==> config.mk <==
export PLATFORM = sky130hd
export DESIGN_NAME = uart_rx_fifo
export DESIGN_NICKNAME = d
export VERILOG_FILES = /design/src/rtl/uart_rx_fifo.sv
export SDC_FILE = /design/constraint.sdc
export NUM_CORES = 1
export LEC_CHECK = 0
export CORE_ASPECT_RATIO = 1.4
export CORE_MARGIN = 4
export CORE_UTILIZATION = 35
export CTS_CLUSTER_DIAMETER = 80
export DETAILED_ROUTE_END_ITERATION = 7
export GPL_TIMING_DRIVEN = 0
export PLACE_DENSITY = 0.54
export REMOVE_ABC_BUFFERS = 1
export SLEW_MARGIN = 20
export SYNTH_ARGS = -nofsm -noshare
export SYNTH_HDL_FRONTEND = slang
export SYNTH_SLANG_ARGS = --single-unit
export TNS_END_PERCENT = 100
==> constraint.sdc <==
create_clock -name clk -period 2.09 [get_ports clk]
set_input_delay 0.418 -clock clk [delete_from_list [all_inputs] [get_ports clk]]
set_output_delay 0.418 -clock clk [all_outputs]
set_load 0.03 [all_outputs]
==> src/rtl/uart_rx_fifo.sv <==
// UART receive buffer: edge-detected byte capture into a FWFT FIFO,
// with a sticky overflow flag and a saturating receiver-error counter.
module uart_rx_fifo #(
  parameter int Depth         = 8,
  parameter int ErrCountWidth = 8
) (
  input  logic                       clk,
  input  logic                       nReset,
  input  logic [7:0]                 rxData,
  input  logic                       rxDone,
  input  logic                       rxErr,
  output logic [7:0]                 outData,
  output logic                       outValid,
  input  logic                       outReady,
  output logic [$clog2(Depth):0]     count,
  output logic                       full,
  output logic                       empty,
  output logic                       overflow,
  output logic [ErrCountWidth-1:0]   errCount,
  input  logic                       clearFlags
);

  localparam int PtrW = $clog2(Depth);
  localparam int CntW = PtrW + 1;

  logic [7:0]      mem [Depth];
  logic [PtrW-1:0] readPtr;
  logic [PtrW-1:0] writePtr;
  logic            doneQ;
  logic            doneQ2;
  logic            errQ;
  logic            push;
  logic            pop;
  logic            accept;
  logic            drop;
  logic            errEvent;

  assign full     = (count == CntW'(Depth));
  assign empty    = (count == '0);
  assign outValid = !empty;
  assign outData  = empty ? 8'h00 : mem[readPtr];

  // rxData settles one clk after rxDone rises, so capture on the delayed edge
  assign push     = doneQ && !doneQ2;
  assign pop      = outValid && outReady;
  assign accept   = push && (!full || pop);
  assign drop     = push && full && !pop;
  assign errEvent = rxErr && !errQ;

  always_ff @(posedge clk or negedge nReset) begin
    if (!nReset) begin
      doneQ  <= 1'b0;
      doneQ2 <= 1'b0;
      errQ   <= 1'b0;
    end else begin
      doneQ  <= rxDone;
      doneQ2 <= doneQ;
      errQ   <= rxErr;
    end
  end

  always_ff @(posedge clk) begin
    if (accept) mem[writePtr] <= rxData;
  end

  always_ff @(posedge clk or negedge nReset) begin
    if (!nReset) begin
      readPtr  <= '0;
      writePtr <= '0;
      count    <= '0;
    end else begin
      if (accept) writePtr <= writePtr + 1'b1;
      if (pop)    readPtr  <= readPtr + 1'b1;
      unique case ({accept, pop})
        2'b10:   count <= count + 1'b1;
        2'b01:   count <= count - 1'b1;
        default: count <= count;
      endcase
    end
  end

  // new events take priority over a software clear in the same cycle
  always_ff @(posedge clk or negedge nReset) begin
    if (!nReset) begin
      overflow <= 1'b0;
      errCount <= '0;
    end else begin
      if (drop)            overflow <= 1'b1;
      else if (clearFlags) overflow <= 1'b0;
      if (clearFlags)
        errCount <= errEvent ? ErrCountWidth'(1) : '0;
      else if (errEvent && errCount != '1)
        errCount <= errCount + 1'b1;
    end
  end

endmodule

==> results by group, run 1 <==
Route
  – Routed wire length: 7.570 mm
  – Residual DRC: 0
  – Via count: 2045
  – 1st-pass router iterations: 4
  – DR vias/cell: 4.846
  – Wire per inst: 17.94 µm
  – Antenna viol nets, final: 0
  – Starting DRT DRC Count: 82

Synthesis
  – FFs w/ async S/R, synth: 0.2558
  – Simple-gate area share of the yosys netlist: 0.09163
  – Mapped Area: 3605 µm²
  – Synth Area in Compound Gates: 0.04061
  – Mux contribution to synthesized area: 0.1368
  – Post-synthesis adder-cell area fraction: 0.01388
  – Dominant cells by area after synthesis: edfxtp_1 53%, dfrtp_1 15%, mux4_2 10%
  – Number of synthesized flops with an enable pin: 64
  – Avg Cell Area, Syn: 16.31 µm²
  – Post-synth top cells: 64 x edfxtp_1, 22 x dfrtp_1, 16 x mux4_2
  – Yosys warns: 0
  – Cells after Synth: 221
  – Most numerous cell in the Yosys netlist: edfxtp_1
  – Synth top area share: 0.5331
  – Seq/Total Area, Yosys: 0.6859
  – Main combinational cell family by area after synthesis: multiplexers
  – Distinct cells, synth: 46
  – Post-synthesis xor/xnor area fraction: 0.01458
  – Top FF cell, synth: edfxtp_1
  – Seq cells post-synth: 86
  – Yosys top cell by area: edfxtp_1

Setup path
  – Worst Setup End Kind: output pin
  – R2R Path Start: count[2]
  – CP Depth: 6
  – Crit path max fanout: 5
  – CP bufs+invs: 3
  – Worst Setup EP: outData[2]
  – Classification of the worst setup path: register to output pin
  – Critical Path Start: readPtr[0]
  – Slowest stage delay, CP: 0.51 ns
  – WP data arrival: 1.90 ns
  – R2R cell count: 7
  – Family with the most delay on the worst path: multiplexers
  – Startpoint Class: register
  – CP cell instances: buf_12 > buf_8 > mux4_2 > mux2i_1 > nor2_1 > buf_4
  – Reg-to-reg slack, setup: -0.02 ns
  – Worst Path Required: 1.67 ns
  – CP max-delay cell: dfrtp_4
  – Reg-to-Reg End: count[2]

Clocking
  – TritonCTS clock tree: yes
  – H-tree levels: 3
  – Total CTS buffers: 9
  – Clock transition at path regs: 0.06 ns
  – Root Buffer: clkbuf_16
  – CTS Hold Bufs: 0
  – Max Buffers Root-to-Sink: 2
  – Later-pin clock latency in the skew report: 0.33 ns
  – Clock Sinks: 86

Place
  – PortBufs: 37
  – HPWL Detailed: 4.708 mm
  – RD Place Congestion: 0.7937

STA
  – Worst setup margin: -0.2307 ns
  – Final period utilization: 1.110
  – Worst Tran Pin Value: 0.6497 ns
  – WHS: 0.05997 ns
  – Final-report hold violation count: 0
  – Final Max Slew Viols: 0
  – Fin crit period: 2.321 ns
  – Clock Skew: 0.007074 ns
  – Total Neg Setup Slack: -1.321 ns
  – Max_slew headroom: 0.5669
  – F_max: 0.4309 GHz
  – Unrepaired setup endpoints after global routing: true
  – Setup-failing EPs final: 10

Global route
  – First-pass GRT wire length: 11.85 mm
  – Largest net degree at the start of global routing: 23
  – Antenna violations before repair: 0
  – Vias in the first global route: 2172
  – GRT Overall Usage: 0.1339
  – Total gr overflow: 0

Cells and area
  – Layout area overhead: 31.03%
  – Fraction of layout cells with a size suffix above 1: 0.3240
  – Fill cell total of the finished layout: 902
  – Seq. cell area: 2480 µm²
  – Fin nets: 300
  – N_diodes: 0
  – Area of the multi-input gates: 1184 µm²

Outcome
  – Failing checks: negative setup slack
  – Outcome: complete, but fails checks

Die
  – Die area: 12010 µm²
  – CORE AREA: 10010 µm²
  – Starting Density: 0.3602
  – Die Wd: 93.77 µm
  – Die H: 128.1 µm
  – Rows: 43
  – I/O pin cnt: 38

Power
  – LEAKAGE: 1.709 nW
  – Cell area power density: 1336 nW/µm²
  – Worst vdd ir: 388.4 µV

Min path
  – Hold crit path type: input pin to async pin

Run
  – Maxcap violations: 0
-- stage by stage --
step | util | power (W) | std cells | setup slack [ns] | cell area [µm²]
after global routing | 0.4720 | 0.006630 | 422 | -0.2959 | 4723
after detailed placement | 0.4181 | 0.004311 | 391 | -0.7821 | 4184
after floorplan | - | 0.003539 | 212 | -0.4195 | 3556
final | 0.4720 | 0.006309 | 422 | -0.2307 | 4723
after global placement | 0.4092 | 0.004238 | 384 | -1.653 | 4095
after CTS | 0.4671 | 0.006309 | 420 | -0.2763 | 4674
-- logic make-up after synthesis --
| logic type | Yosys count |
|---|---|
| AO/OA/AOI/OAI | 20 |
| XOR/XNOR | 6 |
| adder cells (fa/ha/maj) | 4 |
| buffers and inverters | 12 |
| flip-flops | 86 |
| multiplexers | 29 |
| AND/OR/NAND/NOR | 64 |
-- registers in the layout (all words and copies together) (netlist names) --
name      cells
doneQ2        1
mem          64
errCount      8
readPtr       3
doneQ         1
errQ          1
overflow      1
writePtr      3
count         4
-- area by class of cell --
type,instances,share of cell area
sequential,86,0.5250
inverter,3,0.005033
timing repair buffer,58,0.1128
timing repair inverter,1,0.001854
multi-input combinational,123,0.2506
tap,135,0.03576
clock buffer,11,0.05139
clock inverter,5,0.01748
-- metal layers --
layer / wire length, µm / up-vias / GRT usage
met5: 0 / - / 0
met1: 3212 / 1015 / 0.1652
met3: 302 / 7 / 0.03641
met2: 3952 / 44 / 0.2217
li1: - / 979 / -
met4: 102 / 0 / 0.05357
-- how the worst min path moves through the flow --
stage	start	endpoint	slack, ns	cells past startpoint
CTS	doneQ	doneQ2	0.40	0
global route	nReset	doneQ	0.08	1
finish	nReset	count[0]	0.06	1
detailed placement	doneQ	doneQ2	0.39	0
floorplan	nReset	count[0]	0.12	0
global placement	doneQ	doneQ2	0.38	0
-- cells in the final DEF, fill, tap and decap left out, drive strengths merged, types with 2 or more instances in the layout --
master,Yosys,layout
mux4,16,16
inv,2,2
nor3,5,5
xnor2,4,4
o21ai,7,7
o21a,2,2
nand3,5,5
mux2,2,2
nor2b,4,4
nand4,2,2
nand2,15,15
clkinv,1,5
nor3b,3,3
clkdlybuf4s50,0,24
dfrtp,22,22
buf,5,32
nand2b,3,3
edfxtp,64,64
bufinv,0,2
a21oi,4,4
clkbuf,4,12
mux2i,11,11
xor2,2,2
nor4,2,2
nor2,14,14
or3,3,3
and3,2,2
ha,4,4
-- power breakdown --
group	switching [W]	internal, W
logic	0.00110	0.00112
clock network	0.000632	0.00108
registers	0.000333	0.00204
-- repair_timing --
item | CTS | global route
endpoints found under the hold margin | 0 | 0
endpoints found under the setup margin | 50 | 33
pin swaps | 5 | 1
setup buffers | 13 | 1
cloned | 0 | 1
resized for setup | 83 | 12
Power figures use the tool's default switching activity.
==> run 2: changes to the inputs <==
--- a/config.mk
+++ b/config.mk
@@ -5,6 +5,7 @@
 export SDC_FILE = /design/constraint.sdc
 export NUM_CORES = 1
 export LEC_CHECK = 0
+export CAP_MARGIN = 10
 export CORE_ASPECT_RATIO = 1.4
 export CORE_MARGIN = 4
 export CORE_UTILIZATION = 35
==> results of run 2 <==
Same layout as run 1: the final DEF is identical, and so are final timing and power.
